### src/rtl/serial_compare_rx_if.sv
// Bundle between a bit-serial producer and serial_compare_rx.
// Optional ordering outputs appear when SERIAL_COMPARE_MAGNITUDE_EN is defined.
interface serial_compare_rx_if #(
  parameter int WIDTH = 6
);
  logic             start;
  logic             key;
  logic             bit_valid;
  logic             a_bit;
  logic             b_bit;
  logic             busy;
  logic             done;
  logic             result;
  logic             equal;
  logic [WIDTH-1:0] a_word;
  logic [WIDTH-1:0] b_word;
  logic [1:0]       state_dbg;
`ifdef SERIAL_COMPARE_MAGNITUDE_EN
  logic             a_gt_b;
  logic             a_lt_b;

  modport master (
    output start, key, bit_valid, a_bit, b_bit,
    input  busy, done, result, equal, a_word, b_word, state_dbg, a_gt_b, a_lt_b
  );
  modport slave (
    input  start, key, bit_valid, a_bit, b_bit,
    output busy, done, result, equal, a_word, b_word, state_dbg, a_gt_b, a_lt_b
  );
`else
  modport master (
    output start, key, bit_valid, a_bit, b_bit,
    input  busy, done, result, equal, a_word, b_word, state_dbg
  );
  modport slave (
    input  start, key, bit_valid, a_bit, b_bit,
    output busy, done, result, equal, a_word, b_word, state_dbg
  );
`endif
endinterface

### src/rtl/serial_compare_rx.sv
// Bit-serial (MSB first) equality compare receiver; key selects equal / not-equal.
// Define SERIAL_COMPARE_MAGNITUDE_EN to add a_gt_b / a_lt_b ordering outputs.
module serial_compare_rx #(
  parameter int WIDTH = 6
) (
  input  logic               clk,
  input  logic               reset,
  serial_compare_rx_if.slave bus
);
  localparam int CW = $clog2(WIDTH + 1);

  typedef enum logic [1:0] {
    S_IDLE  = 2'd0,
    S_SHIFT = 2'd1,
    S_DONE  = 2'd2
  } state_t;

  state_t           r_state;
  state_t           w_state_next;
  logic [CW-1:0]    r_cnt;
  logic             r_key;
  logic             r_mis;
  logic [WIDTH-1:0] r_a;
  logic [WIDTH-1:0] r_b;
  logic             r_result;
  logic             r_equal;

  logic w_accept;
  logic w_beat;
  logic w_last;
  logic w_diff;
  logic w_mis_next;

  // Handshake: a beat transfers on any cycle in SHIFT with bit_valid high; no backpressure.
  assign w_accept   = (r_state == S_IDLE) && bus.start;
  assign w_beat     = (r_state == S_SHIFT) && bus.bit_valid;
  assign w_last     = w_beat && (r_cnt == CW'(1));
  assign w_diff     = bus.a_bit ^ bus.b_bit;
  assign w_mis_next = r_mis | w_diff;

  always_ff @(posedge clk or posedge reset) begin
    if (reset) r_state <= S_IDLE;
    else       r_state <= w_state_next;
  end

  always_comb begin
    w_state_next = r_state;
    case (r_state)
      S_IDLE:  if (bus.start) w_state_next = S_SHIFT;
      S_SHIFT: if (w_last)    w_state_next = S_DONE;
      S_DONE:                 w_state_next = S_IDLE;
      default:                w_state_next = S_IDLE;
    endcase
  end

  always_ff @(posedge clk or posedge reset) begin
    if (reset) begin
      r_cnt    <= '0;
      r_key    <= 1'b0;
      r_mis    <= 1'b0;
      r_a      <= '0;
      r_b      <= '0;
      r_result <= 1'b0;
      r_equal  <= 1'b0;
    end else if (w_accept) begin
      r_cnt    <= CW'(WIDTH);
      r_key    <= bus.key;
      r_mis    <= 1'b0;
      r_a      <= '0;
      r_b      <= '0;
      r_result <= 1'b0;
      r_equal  <= 1'b0;
    end else if (w_beat) begin
      r_a   <= {r_a[WIDTH-2:0], bus.a_bit};
      r_b   <= {r_b[WIDTH-2:0], bus.b_bit};
      r_mis <= w_mis_next;
      r_cnt <= r_cnt - CW'(1);
      // Final beat: results come from the mismatch including this beat.
      if (w_last) begin
        r_equal  <= ~w_mis_next;
        r_result <= r_key ? w_mis_next : ~w_mis_next;
      end
    end
  end

`ifdef SERIAL_COMPARE_MAGNITUDE_EN
  logic r_ord_gt;
  logic r_ord_lt;
  logic r_a_gt_b;
  logic r_a_lt_b;
  logic w_gt_next;
  logic w_lt_next;

  // Ordering is decided by the first differing bit; r_mis marks that it is already fixed.
  assign w_gt_next = r_mis ? r_ord_gt : (bus.a_bit & ~bus.b_bit);
  assign w_lt_next = r_mis ? r_ord_lt : (~bus.a_bit & bus.b_bit);

  always_ff @(posedge clk or posedge reset) begin
    if (reset) begin
      r_ord_gt <= 1'b0;
      r_ord_lt <= 1'b0;
      r_a_gt_b <= 1'b0;
      r_a_lt_b <= 1'b0;
    end else if (w_accept) begin
      r_ord_gt <= 1'b0;
      r_ord_lt <= 1'b0;
      r_a_gt_b <= 1'b0;
      r_a_lt_b <= 1'b0;
    end else if (w_beat) begin
      r_ord_gt <= w_gt_next;
      r_ord_lt <= w_lt_next;
      if (w_last) begin
        r_a_gt_b <= w_gt_next;
        r_a_lt_b <= w_lt_next;
      end
    end
  end

  assign bus.a_gt_b = r_a_gt_b;
  assign bus.a_lt_b = r_a_lt_b;
`endif

  assign bus.busy      = (r_state != S_IDLE);
  assign bus.done      = (r_state == S_DONE);
  assign bus.result    = r_result;
  assign bus.equal     = r_equal;
  assign bus.a_word    = r_a;
  assign bus.b_word    = r_b;
  assign bus.state_dbg = r_state;
endmodule
### src/flat_wrapper.sv
// flat-port wrapper written by rule: the top's interface ports become plain ports
module serial_compare_rx_flat 
#(
  parameter int WIDTH = 6
)
  (clk, reset, bus_start, bus_key, bus_bit_valid, bus_a_bit, bus_b_bit, bus_busy, bus_done, bus_result, bus_equal, bus_a_word, bus_b_word, bus_state_dbg);
  serial_compare_rx_if #(.WIDTH(WIDTH)) bus_i ();
  input  logic clk;
  input  logic reset;
  input wire logic [$bits(bus_i.start)-1:0] bus_start;
  input wire logic [$bits(bus_i.key)-1:0] bus_key;
  input wire logic [$bits(bus_i.bit_valid)-1:0] bus_bit_valid;
  input wire logic [$bits(bus_i.a_bit)-1:0] bus_a_bit;
  input wire logic [$bits(bus_i.b_bit)-1:0] bus_b_bit;
  output wire logic [$bits(bus_i.busy)-1:0] bus_busy;
  output wire logic [$bits(bus_i.done)-1:0] bus_done;
  output wire logic [$bits(bus_i.result)-1:0] bus_result;
  output wire logic [$bits(bus_i.equal)-1:0] bus_equal;
  output wire logic [$bits(bus_i.a_word)-1:0] bus_a_word;
  output wire logic [$bits(bus_i.b_word)-1:0] bus_b_word;
  output wire logic [$bits(bus_i.state_dbg)-1:0] bus_state_dbg;
  assign bus_i.start = bus_start;
  assign bus_i.key = bus_key;
  assign bus_i.bit_valid = bus_bit_valid;
  assign bus_i.a_bit = bus_a_bit;
  assign bus_i.b_bit = bus_b_bit;
  assign bus_busy = bus_i.busy;
  assign bus_done = bus_i.done;
  assign bus_result = bus_i.result;
  assign bus_equal = bus_i.equal;
  assign bus_a_word = bus_i.a_word;
  assign bus_b_word = bus_i.b_word;
  assign bus_state_dbg = bus_i.state_dbg;
  serial_compare_rx #(.WIDTH(WIDTH)) u_core (.clk(clk), .reset(reset), .bus(bus_i));
endmodule
### config.mk
export PLATFORM = sky130hd
export DESIGN_NAME = serial_compare_rx_flat
export DESIGN_NICKNAME = d
export VERILOG_FILES = /design/src/rtl/serial_compare_rx_if.sv /design/src/rtl/serial_compare_rx.sv /design/src/flat_wrapper.sv
export SDC_FILE = /design/constraint.sdc
export NUM_CORES = 1
export LEC_CHECK = 0
export BUFFER_PORTS_ARGS = -buffer_cell sky130_fd_sc_hd__buf_2
export CORE_UTILIZATION = 47
export DETAILED_ROUTE_END_ITERATION = 12
export GPL_ROUTABILITY_DRIVEN = 0
export GPL_TIMING_DRIVEN = 0
export PLACE_DENSITY_LB_ADDON = 0.25
export SLEW_MARGIN = 20
export SYNTH_ARGS = -nofsm -noshare
export SYNTH_HDL_FRONTEND = slang
export SYNTH_SLANG_ARGS = --single-unit
### constraint.sdc
create_clock -name clk -period 3.3 [get_ports clk]
set_clock_uncertainty 0.05 [all_clocks]
set_input_delay 0.165 -clock clk [delete_from_list [all_inputs] [get_ports clk]]
set_output_delay 0.165 -clock clk [all_outputs]
set_load 0.01 [all_outputs]
# After elaboration in Yosys (flattened, before gate mapping)
# Cells that the tools add are included.
dict set report word_totals {
  in_bits 7
  reg_bits 21
  output_inout_bits 18
  wordCells 44
}
dict set report op_classes {
  n_eq_ne 5
  n_mux 18
  add_sub_neg 1
  n_reduce_logical 9
  bitwise_logic 3
}
# operator count
set ops {}
lappend ops {{two-way mux 6 bit} 4}
lappend ops {{two-way mux 1 bit} 9}
lappend ops {{two-way mux 3 bit} 2}
lappend ops {{nonzero test 2 bit} 3}
lappend ops {{two-way mux 2 bit} 2}
lappend ops {{case mux 2 bit (2 select lines)} 1}
lappend ops {{AND reduction 2 bit} 2}
lappend ops {{== test 3 x 1 -> 1 bit (second input constant)} 1}
lappend ops {{logical AND 1 bit} 3}
lappend ops {{subtractor 3 x 1 -> 3 bit (second input constant)} 1}
lappend ops {{== test 2 x 1 -> 1 bit (second input constant)} 1}
lappend ops {{== test 2 bit (second input constant)} 1}
lappend ops {{zero test 2 bit} 1}
lappend ops {{inequality test 2 x 1 -> 1 bit (second input constant)} 1}
lappend ops {{inequality test 2 bit (second input constant)} 1}
lappend ops {{NOT 1 bit} 1}
lappend ops {{OR 1 bit} 1}
lappend ops {{bitwise XOR 1 bit} 1}

# Logic depth before layout (Yosys ltp)
dict set report logic_depth {
  depth_word 7
  ltp_mapped 5
  ltp_nobuf 5
}

# Least setup slack after synthesis
# OpenSTA, ideal clock, no wires.
dict set report synth_path {
  path_type {register to register}
  start {register u_core.r_state[1], in the netlist u_core.bus.state_dbg[1]}
  end {register u_core.r_a[1], in the netlist u_core.bus.a_word[1]}
  period_less_slack_ps 1367
  t_arrival_ps 1196
  setup_ps 121
  stages_incl_launch_ff 5
  path_slack_ps 1933
  t_required_ps 3129
  n_path_buf 1
  path_cell_list {dfrtp_1 -> nor3b_2 -> nor2_4 -> buf_6 -> a22o_1}
}
dict set report synth_via {
  elab_chain_len 3
  elab_cells_between_ends 6
  cone_classes {1 x eq/ne; 1 x mux; 4 x reduce/logical}
}
# element line_no
set synth_rtl {}
lappend synth_rtl {{from (decl)} serial_compare_rx.sv:18} ;# state_t r_state;
lappend synth_rtl {{from (signal assigned)} serial_compare_rx.sv:43} ;# else r_state <= w_state_next;
lappend synth_rtl {{== test 2 x 1 -> 1 bit or zero test 2 bit (tied branches)} {serial_compare_rx.sv:36, serial_compare_rx.sv:35}}
lappend synth_rtl {{logical AND 1 bit, on equally long branches} {serial_compare_rx.sv:36, serial_compare_rx.sv:35}}
lappend synth_rtl {{nonzero test 2 bit (no source line) or two-way mux 6 bit (tied branches)} n/a}
lappend synth_rtl {{to (signal assigned)} serial_compare_rx.sv:74} ;# r_a <= {r_a[WIDTH-2:0], bus.a_bit};
lappend synth_rtl {{to (decl)} serial_compare_rx.sv:23} ;# logic [WIDTH-1:0] r_a;
# Several ways; a longest one is shown, not always the timed one.
# A chain may end at the register's enable or synchronous reset.

# Worst setup path after layout
dict set report layout_path {
  start {register u_core.r_cnt[1]}
  end {register u_core.r_equal, in the netlist u_core.bus.equal}
}
dict set report layout_via {
  elab_chain_len 4
}
# element line_no
set layout_rtl {}
lappend layout_rtl {{from (decl)} serial_compare_rx.sv:20} ;# logic [CW-1:0] r_cnt;
lappend layout_rtl {{from (signal assigned)} serial_compare_rx.sv:66} ;# r_cnt <= CW'(WIDTH);
lappend layout_rtl {{from (signal assigned)} serial_compare_rx.sv:77} ;# r_cnt <= r_cnt - CW'(1);
lappend layout_rtl {{== test 3 x 1 -> 1 bit} serial_compare_rx.sv:37} ;# assign w_last = w_beat && (r_cnt == CW'(1));
lappend layout_rtl {{logical AND 1 bit} serial_compare_rx.sv:37}
lappend layout_rtl {{nonzero test 2 bit (no source line)} n/a}
lappend layout_rtl {{AND reduction 2 bit (no source line)} n/a}
lappend layout_rtl {{to (signal assigned)} serial_compare_rx.sv:80} ;# r_equal <= ~w_mis_next;
lappend layout_rtl {{to (decl)} serial_compare_rx.sv:26} ;# logic r_equal;
# Every way passes these cells.

==> flow_summary_export.csv <==
group,metric,value,unit
global_route,gr-usage-all-layers,18.2,%
min_path,hold_path_startpoint,"bus_key",
clock_tree,cts_buffers,3,
sta,fin_ws,1760,ps
place,port-buffer-count,24,
worst_setup_path,crit_required,3500,ps
detailed_routing,ant_nets,0,
place,dpl.cell_count,119,
clock_tree,cts_setup_buffers,0,
layout,drive_gt1_share,36.4,%
logic_synthesis,syn_area_per_cell,12.9,um^2
pwr,p_per_area,851,mW/mm^2
logic_synthesis,syn_inst,70,
floorplan,rows,15,
floorplan,design.portCount,25,
worst_setup_path,cp.arrival,1740,ps
logic_synthesis,yosysSeqAreaShare,58.1,%
pwr,p_sw_share,36.6,%
clock_tree,clk_latency,300,ps
clock_tree,cts_root_buf,"clkbuf_4",
clock_tree,cts_tree,"yes",
sta,maxSlewHeadroom,49.2,%
logic_synthesis,synthesis.nets,79,
layout,fillerInstances,172,
global_route,grt_pass1_vias,591,
detailed_routing,dr.pass1.iters,4,
detailed_routing,via_per_inst,5.34,
worst_setup_path,startpoint,"u_core.r_cnt[1]",
floorplan,die_w,45.9,um
min_path,hp-class,"input pin to flop",
sta,maxSlewViolCount,0,
worst_setup_path,critPathCaptureType,"flop",
sta,whs,18.1,ps
layout,finalNonFillerCells,124,
place,dp_hpwl,1160,um
clock_tree,cts_max_path_buffers,2,
floorplan,die_area,0.00210,mm^2
sta,min_period,1540,ps
floorplan,dieHeight,45.9,um
detailed_routing,wl,1670,um
detailed_routing,drc,0,
worst_setup_path,path_class,"flop to flop",
global_route,grt_max_degree,22,
sta,hold_viol_final,0,
clock_tree,clkTransAtPathRegs,120,ps
layout,final_common_cell,"buf_2",
pwr,p_leak,0.573,nW
worst_setup_path,path_max_fanout,5,
worst_setup_path,r2r.worst_path.cells,5,
sta,rsz0062_at_grt,"no",
detailed_routing,wl_per_cell,13.5,um
pwr,ir_worst_vdd,0.497,mV
sta,fmax,0.648,GHz
sta,tightest_slew,761,ps
pwr,p_clk_share,13.5,%
sta,setup_violations,0,
run,maxCapViolCount,0,
layout,fin_util,62.0,%
worst_setup_path,startpoint_type,"flop",
floorplan,core-area,0.00176,mm^2
logic_synthesis,synth.area.top_cells,"dfrtp_1, a22o_1, buf_6",
detailed_routing,drt_first_iter_violations,18,
logic_synthesis,synth_area_leader_cell,"dfrtp_1",
logic_synthesis,synthDistinctLibCells,28,
global_route,grt_pass1_wl,2710,um
detailed_routing,vias,662,
sta,finalCritPeriodShare,46.8,%
layout,final_cell_mix,"buf_2, dfrtp_1, a22o_1",
logic_synthesis,ys_ff_latch,21,
logic_synthesis,yosys_warnings,0,
clock_tree,htree_levels,1,
place,pre_cts_slack,1810,ps
global_route,grt_overflow_total,0,
clock_tree,clkSinkCount,21,
layout,area_delta_synth_final,20.9,%
layout,nNetsFinal,109,
pwr,p_switching,341,uW
status,run_status,"finished clean",
logic_synthesis,synth_top_area_share,58.1,%
global_route,antenna_found_initial,0,
pwr,p_comb_share,38.7,%
sta,setup-tns-final,0,ps
min_path,whs_path_depth,2,
layout,antennaDiodeCount,0,
pwr,pwr-share-seq,47.8,%
worst_setup_path,timing.rr.start,"u_core.r_cnt[1]",
logic_synthesis,synth_area,905,um^2
pwr,p_int,590,uW
floorplan,initial_core_util,51.3,%
==> through the flow <==
step / power (mW) / instance area, um^2
floorplan: 0.677 / 905
global placement: 0.796 / 1060
global route: 1.00 / 1090
detailed placement: 0.810 / 1060
CTS: 0.937 / 1090
finish: 0.931 / 1090
==> path summary, 6_finish.rpt <==
check	slack, ps	endpoint
worst min register to register	460	u_core.bus.a_word[5]
max in group asynchronous	2250	u_core.bus.state_dbg[1]
min in group asynchronous	480	u_core.bus.a_word[3]
worst max register to register	1760	u_core.bus.equal
worst max-delay path	1760	u_core.bus.equal
worst min-delay path	20	u_core.r_key
==> power groups by stage <==
stage / logic, mW / registers (mW) / clock network [mW]
3_3_place_gp: 0.353 / 0.443 / 0
5_1_grt: 0.406 / 0.459 / 0.135
4_1_cts: 0.366 / 0.444 / 0.127
3_5_place_dp: 0.362 / 0.449 / 0
6_report: 0.361 / 0.445 / 0.125
2_1_floorplan: 0.202 / 0.475 / 0
==> logic make-up after synthesis <==
logic type	Yosys count	synth area share, %
compound gates	22	19.4
simple gates	14	10.4
flops	21	58.1
fa+ha+maj	2	2.77
xor+xnor	1	0.968
mux	2	2.49
buf+inv	8	5.95
==> cell usage after synthesis, drive strengths merged <==
library cell	n
buf	4
nor3	1
a22oi	1
o311a	1
nor3b	1
and3	1
nor4bb	1
nor2b	2
nor2	4
dfrtp	21
nand2	1
a21oi	2
a21boi	1
and2	1
a211oi	1
ha	2
a22o	12
o21ai	3
mux2	2
o21a	1
and3b	1
nand2b	1
inv	4
xor2	1
==> per-layer routing <==
metal	vias to the layer above	track usage, %	share of wire (%)
li1	310	-	-
met3	4	2.38	2.3
met5	-	0	0
met4	0	7.06	1.4
met1	336	26.0	48
met2	12	27.9	48
==> flip-flops by register name, summed over array words and instances, names as in the netlist <==
signal                flops
u_core.bus.a_word         6
u_core.bus.b_word         6
u_core.r_cnt              3
u_core.bus.state_dbg      2
u_core.bus.equal          1
u_core.bus.result         1
u_core.r_key              1
u_core.r_mis              1
==> critical path, cell delays in order, from the launching register on <==
cell,delay [ps]
dfrtp_1,380
inv_1,90
ha_1,150
nor2b_1,320
nor4bb_1,340
o21a_1,160
==> final cells by class <==
cell class                 count  area, um^2  area share, %
clock inverter                 1        5.00          0.458
sequential                    21         526           48.1
tap                           25        31.3           2.86
clock buffer                   3        22.5           2.06
buffer                         4        38.8           3.55
multi-input combinational     41         325           29.7
timing repair buffer          25         130           11.9
inverter                       4        15.0           1.37
==> what timing repair did <==
item	4_1_cts	5_1_grt
hold buffers	1	0
endpoints found under the hold margin	21	0
resized for setup	0	0
(Power assumes the default switching activity.)
